==> src/rtl/if_stage_pkg.sv <==
// rtl/if_stage_pkg.sv - shared fetch-stage widths, reset pc, stall bit indices and pc state type
package if_stage_pkg;

  localparam int INST_ADDR_W = 32;
  localparam int INST_W      = 32;
  localparam int STALL_W     = 6;

  localparam logic [INST_W-1:0]      ZERO_WORD = '0;
  localparam logic [INST_ADDR_W-1:0] RESET_PC  = 32'h0000_0000;
  localparam logic [INST_ADDR_W-1:0] PC_STEP   = 32'd4;

  localparam int STALL_PC = 0;
  localparam int STALL_IF = 1;
  localparam int STALL_ID = 2;

  typedef enum logic {
    PC_IDLE = 1'b0,
    PC_RUN  = 1'b1
  } pc_state_e;

  // Sequential successor; wraps silently at the top of the address space.
  function automatic logic [INST_ADDR_W-1:0] next_seq_pc(input logic [INST_ADDR_W-1:0] cur);
    return cur + PC_STEP;
  endfunction

endpackage

==> src/rtl/if_stage_if_id.sv <==
// rtl/if_stage_if_id.sv - IF/ID pipeline register with flush, bubble and wrong-path squash
// Optional macro BRANCH_DELAY_SLOT_EN keeps the instruction fetched alongside a taken branch.
module if_stage_if_id
  import if_stage_pkg::*;
(
  input  logic                   clk,
  input  logic                   rst,
  input  logic                   stall_if,
  input  logic                   stall_id,
  input  logic                   flush,
  input  logic                   branch_flag,
  input  logic [INST_ADDR_W-1:0] pc,
  input  logic [INST_W-1:0]      inst,
  output logic [INST_ADDR_W-1:0] id_pc,
  output logic [INST_W-1:0]      id_inst
);

  logic squash;

`ifdef BRANCH_DELAY_SLOT_EN
  logic unused_branch_flag;
  assign unused_branch_flag = branch_flag;
  assign squash = 1'b0;
`else
  assign squash = branch_flag & ~stall_if;
`endif

  always_ff @(posedge clk or negedge rst) begin
    if (!rst) begin
      id_pc   <= ZERO_WORD;
      id_inst <= ZERO_WORD;
    end else if (flush) begin
      id_pc   <= ZERO_WORD;
      id_inst <= ZERO_WORD;
    end else if (stall_if && !stall_id) begin
      // IF stalled while ID moves on: hand ID a nop rather than a duplicate.
      id_pc   <= ZERO_WORD;
      id_inst <= ZERO_WORD;
    end else if (stall_if) begin
      id_pc   <= id_pc;
      id_inst <= id_inst;
    end else if (squash) begin
      id_pc   <= ZERO_WORD;
      id_inst <= ZERO_WORD;
    end else begin
      id_pc   <= pc;
      id_inst <= inst;
    end
  end

endmodule

==> src/rtl/if_stage.sv <==
// rtl/if_stage.sv - instruction fetch: program counter, ROM enable and IF/ID register
// Optional macro BRANCH_DELAY_SLOT_EN selects the architectural branch delay slot.
module if_stage
  import if_stage_pkg::*;
(
  input  logic                   clk,
  input  logic                   rst,
  input  logic [STALL_W-1:0]     stall,
  input  logic                   flush,
  input  logic [INST_ADDR_W-1:0] new_pc,
  input  logic                   branch_flag_i,
  input  logic [INST_ADDR_W-1:0] branch_target_address_i,
  input  logic [INST_W-1:0]      inst_i,
  output logic [INST_ADDR_W-1:0] pc,
  output logic                   ce,
  output logic [INST_ADDR_W-1:0] id_pc,
  output logic [INST_W-1:0]      id_inst
);

  pc_state_e              state, state_next;
  logic [INST_ADDR_W-1:0] pc_next;

  logic unused_stall_hi;
  assign unused_stall_hi = ^stall[STALL_W-1:STALL_ID+1];

  always_ff @(posedge clk or negedge rst) begin
    if (!rst) begin
      state <= PC_IDLE;
      pc    <= RESET_PC;
    end else begin
      state <= state_next;
      pc    <= pc_next;
    end
  end

  always_comb begin
    state_next = state;
    pc_next    = pc;
    ce         = 1'b0;
    case (state)
      PC_IDLE: begin
        state_next = PC_RUN;
        pc_next    = RESET_PC;
      end
      PC_RUN: begin
        ce = 1'b1;
        // A branch seen under a pc stall is dropped; ID re-presents it later.
        if (flush)                pc_next = new_pc;
        else if (stall[STALL_PC]) pc_next = pc;
        else if (branch_flag_i)   pc_next = branch_target_address_i;
        else                      pc_next = next_seq_pc(pc);
      end
      default: begin
        state_next = PC_IDLE;
        pc_next    = RESET_PC;
      end
    endcase
  end

  if_stage_if_id u_if_id (
    .clk         (clk),
    .rst         (rst),
    .stall_if    (stall[STALL_IF]),
    .stall_id    (stall[STALL_ID]),
    .flush       (flush),
    .branch_flag (branch_flag_i),
    .pc          (pc),
    .inst        (inst_i),
    .id_pc       (id_pc),
    .id_inst     (id_inst)
  );

endmodule
==> config.mk <==
export PLATFORM = sky130hd
export DESIGN_NAME = if_stage
export DESIGN_NICKNAME = d
export VERILOG_FILES = /design/src/rtl/if_stage_pkg.sv /design/src/rtl/if_stage_if_id.sv /design/src/rtl/if_stage.sv
export SDC_FILE = /design/constraint.sdc
export NUM_CORES = 1
export LEC_CHECK = 0
export ABC_AREA = 1
export BUFFER_PORTS_ARGS = -buffer_cell sky130_fd_sc_hd__buf_2
export CAP_MARGIN = 25
export CORE_MARGIN = 1.5
export CORE_UTILIZATION = 46
export DETAILED_ROUTE_END_ITERATION = 10
export GPL_TIMING_DRIVEN = 0
export PLACE_DENSITY = 0.85
export SYNTH_ARGS = -nofsm -noshare
export SYNTH_HDL_FRONTEND = slang
export SYNTH_SLANG_ARGS = --single-unit
==> constraint.sdc <==
create_clock -name clk -period 2 [get_ports clk]
set_input_delay 0.1 -clock clk [delete_from_list [all_inputs] [get_ports clk]]
set_output_delay 0.1 -clock clk [all_outputs]
set_load 0.03 [all_outputs]
## After elaboration in Yosys (flattened, before gate mapping)

Cells that the tools add are included.

| storage, ports and cells | value |
|---|---|
| output and inout bits | 97 |
| flip-flop bits (word level) | 97 |
| input bits | 106 |

| cells by class | value |
|---|---|
| add/subtract/negate cells | 1 |
| equality and inequality tests | 2 |
| mux-type cells | 13 |
| bitwise gates (word level) | 3 |
| reduce and logical (&&, ||, !) cells | 2 |

Operator list:

| operator | count |
|---|---|
| 32-bit two-way mux | 11 |
| 32-bit case mux with 2 select lines | 1 |
| 32-bit by 3-bit adder with 32-bit output, second input constant | 1 |
| 3-bit by 1-bit inequality test with 1-bit output, second input constant | 1 |
| 3-bit inequality test, second input constant | 1 |
| 1-bit NOT | 2 |
| 1-bit bitwise AND | 1 |
| 1-bit logical AND | 1 |
| 1-bit zero test | 1 |
| 1-bit two-way mux | 1 |

## Logic depth before layout (Yosys ltp)

| depth | value |
|---|---|
| depth after elaboration | 6 |
| depth in mapped cells | 11 |
| depth with buffers taken out | 11 |

## Modules after synthesis

Synthesis repeated with hierarchy kept, for this count alone.

| unflattened totals | value |
|---|---|
| cell total of the unflattened synthesis | 706 |
| area total of the unflattened synthesis | 5444.0 sq um |

By module, submodules not included:

| module | times used | area an instance (sq um) | cells an instance |
|---|---|---|---|
| if_stage_if_id | 1 | 2837.7 | 291 |
| if_stage | 1 | 2606.2 | 415 |

## Worst setup path before layout

OpenSTA, ideal clock, no wires.

| timing | value |
|---|---|
| path type | flip-flop to flip-flop |
| start | register pc[2] |
| end | register pc[30] |
| data arrival time | 1.589 ns |
| library setup time | 0.117 ns |
| stages on the path, launching flop included | 11 |
| data required time | 1.883 ns |
| slack | 0.294 ns |
| path through | dfrtp_1 -> ha_1 -> nand2_1 -> nor2_1 -> nand2_1 -> nor2_1 -> nand2_1 -> nand2_1 -> nand3_1 -> nand2_1 -> nand2_1 |

| between the ends | value |
|---|---|
| longest elaborated chain between the ends | 5 |

RTL lines:

| element | line | source |
|---|---|---|
| start, declared | if_stage.sv:14 | `output logic [INST_ADDR_W-1:0] pc,` |
| start signal, assigned | if_stage.sv:32 | `pc <= pc_next;` |
| 32-bit by 3-bit adder with 32-bit output | if_stage_pkg.sv:23 | `return cur + PC_STEP;` |
| 32-bit two-way mux | if_stage.sv:50 | `else if (branch_flag_i) pc_next = branch_target_address_i;` |
| 32-bit two-way mux | if_stage.sv:49 | `else if (stall[STALL_PC]) pc_next = pc;` |
| 32-bit two-way mux | if_stage.sv:48 | `if (flush) pc_next = new_pc;` |
| 32-bit case mux with 2 select lines | if_stage.sv:40 | `case (state)` |

Every way passes these cells. The select of a mux whose other input is x is not followed.
A chain may end at the register's enable or synchronous reset.

## Final worst setup path

| timing | value |
|---|---|
| start | register pc[2] |
| end | register pc[28] |

Same word-level chain as after synthesis.

==> impl_metrics.toml <==
[sta]
fin_crit_sh_pct = 87.9
setup_ws_ns = 0.242
slew-limit-headroom_pct = 58.4
fin_crit_ns = 1.76
final_hold_viol_count = 0
fmax_ghz = 0.569
tightest_slew_ns = 0.625
skew_ns = 0.0212
rsz0062_at_grt = "no"
hold_ws_ns = 0.0150
maxSlewViolCount = 0
setup_viol = 0

[placement]
port_buffers = 199
pre_cts_ws_ns = 0.165
place_area_um2 = 6300
dp_hpwl_um = 12200
gp_congestion = 0.969
dp_cells = 999

[global_route]
grt_overflow_total = 0
grt_pass1_wl_um = 26700
grt_pass1_vias = 5211
antenna_found_initial = 0
grt_max_degree = 60
grtUsageTotal_pct = 30.1

[setup_path]
r2r_setup_slack_ns = 0.24
cp-start-kind = "register"
rr_startpoint = "pc[2]"
cp_common_cell = "nand2_1"
critPathKind = "register to register"
required_ns = 2.27
r2r-end = "pc[28]"
cp_max_fo = 6
cp_slowest_stage_delay_ns = 0.44
arrival_ns = 2.03
slowest_stage = "dfrtp_2"
r2r_cells = 10
crit_chain = "ha_1 -> nand2_1 -> nor2_1 -> nand2_2 -> nor2_4 -> nand2_1 -> nand2_1 -> nand3_1 -> nand2_1 -> nand2_1"
cp-end-kind = "register"

[die]
core_um2 = 10800
die_x_um = 108
row_count = 38
die_y_um = 108
io_pins = 203
die_area_um2 = 11700
initial_core_util_pct = 47.0

[synthesis]
synth-seq-cells = 97
yosysSeqAreaShare_pct = 47.6
syn_nets = 766
synthSimpleGateAreaFrac_pct = 23.4
synth_top_family_by_area = "simple AND/OR/NAND/NOR gates"
yosys.area.top_type = "dfrtp_1"
synth_top_area_share_pct = 47.6
netlist_instances = 659
synthXorXnorAreaFrac_pct = 0.172
syn_area_um2 = 5100
yosysMostFrequentCell = "nand2_1"
synth_area_leaders = "dfrtp_1 (48%), nand2_1 (14%), o22ai_1 (9.2%), inv_1 (7.7%), o22ai_2 (4.9%)"
synthArstFlopShare_pct = 100
synth_flop_cell = "dfrtp_1"
synth.distinct_cells = 30
syn_avg_cell_area_um2 = 7.74
synth_compound_area_share_pct = 17.7
synth_commonest_cells = "nand2_1 (187), inv_1 (104), dfrtp_1 (97), o22ai_1 (75), nor2_1 (63)"
synthAdderAreaFrac_pct = 0.245
synth_warnings = 0
synth-edff-count = 0
synthMuxAreaShare_pct = 0

[cells_and_area]
antenna_cells = 0
synthToLayoutAreaGrowth_pct = 34.0
fill_cells = 925
final_cell_area_um2 = 6830
utilization_pct = 63.0
nets = 1010
stdcell_count = 1047
drive_gt1_share_pct = 29.7

[route]
ant_nets = 0
routed_wl_um = 17000
viasPerCell = 5.27
drt_iter0_markers = 428
firstDrtPassIters = 7
vias = 5513
drc_errors = 0
wl_per_cell_um = 16.2

[cts]
htreeDepth = 3
clock_sinks = 97
clock_tree.buffer_depth = 2
cts_tree = "yes"
ctsRootBufferMaster = "clkbuf_8"
clkLatencyLatePin_ns = 0.38
numCtsBuffers = 9
clk_pin_slew_ns = 0.10

[power_and_ir_drop]
peakVddDrop_mv = 0.350
power_density_nw_per_um2 = 638
p_leak_uw = 0.00338

[hold_path]
whs_path_depth = 3
min_from = "branch_target_address_i[2]"
hold_class = "input pin to register"
hold_path_end = "pc[2]"

[status]
status = "finished, final reports clean"

[job]
cap_viol_max_count = 0
[logic make-up (layout without fill, tap and decap cells)]
logic type / count (synthesis) / after routing
adders and majority gates: 1 / 1
AOI/OAI and AO/OA: 129 / 129
xor gates and xnor gates: 1 / 1
buffers and inverters: 135 / 383
and+or+nand+nor: 295 / 295
DFF: 97 / 97
other: 1 / 1
[where the power goes]
part           switching (uW)  internal (uW)  total (uW)
clock network             757            479        1240
logic                     623            335         958
registers                 109           2050        2160
[layer usage]
layer | vias up | part of all wire [%] | GRT usage, % | wire length [um]
li1 | 2632 | - | - | -
met3 | 71 | 8.2 | 5.12 | 1380
met2 | 302 | 46 | 47.0 | 7780
met5 | - | 0 | 0 | 0
met1 | 2508 | 41 | 39.9 | 6950
met4 | 0 | 4.9 | 16.2 | 834
[stage by stage]
step                      setup TNS, ns  total power, uW
after floorplan                       0             2710
after global placement           -13.29             3070
after detailed placement              0             3090
after CTS                             0             4340
after global routing                  0             4540
final                                 0             4360
[registers in the layout (all words and copies together) (netlist names)]
register         flops
u_if_id.id_inst     32
state                1
pc                  32
u_if_id.id_pc       32
[critical path, delay by kind of cell, from the launching register on]
kind,cells,cell delay (ns)
flops,1,0.44
fa+ha+maj,1,0.19
simple gates,9,1.02
[placed cells by master, fill, tap and decap left out, drive strengths merged, types with 2 or more instances in the layout]
cell type,synthesis,final
a21oi,8,8
o22ai,95,95
o21ai,22,22
dlygate4sd3,0,33
dfrtp,97,97
clkbuf,6,15
buf,23,223
inv,106,111
nor2,68,68
and2,2,2
or2,2,2
nand3,32,32
a22oi,2,2
nand3b,3,3
nand2,188,188
[worst max path at each step]
stage | from | slack [ns] | to | cells past startpoint
global placement | rst | -0.14 | u_if_id.id_pc[23] | 1
global route | pc[2] | 0.03 | pc[24] | 10
detailed placement | pc[2] | 0.16 | pc[30] | 10
finish | pc[2] | 0.24 | pc[28] | 10
CTS | pc[2] | 0.13 | pc[30] | 10
floorplan | pc[2] | 0.29 | pc[30] | 10
[area by class of cell]
type	count	area (um^2)	share of cell area, %
repair buffers	233	1360	19.8
plain buffers	29	153	2.23
well taps	140	175	2.56
clock buffers	9	124	1.81
flip-flops and latches	97	2430	35.5
inverters	106	398	5.82
multi-input cells	427	2140	31.3
clock inverters	6	57.6	0.842
[timing repair]
item                                    in CTS  in global routing
hold endpoints to repair                    70                  0
endpoints found under the setup margin       0                  9
hold buffers                                33                  0
gates resized for setup                      0                  6
buffers inserted                             0                  0
Power figures use the tool's default switching activity.
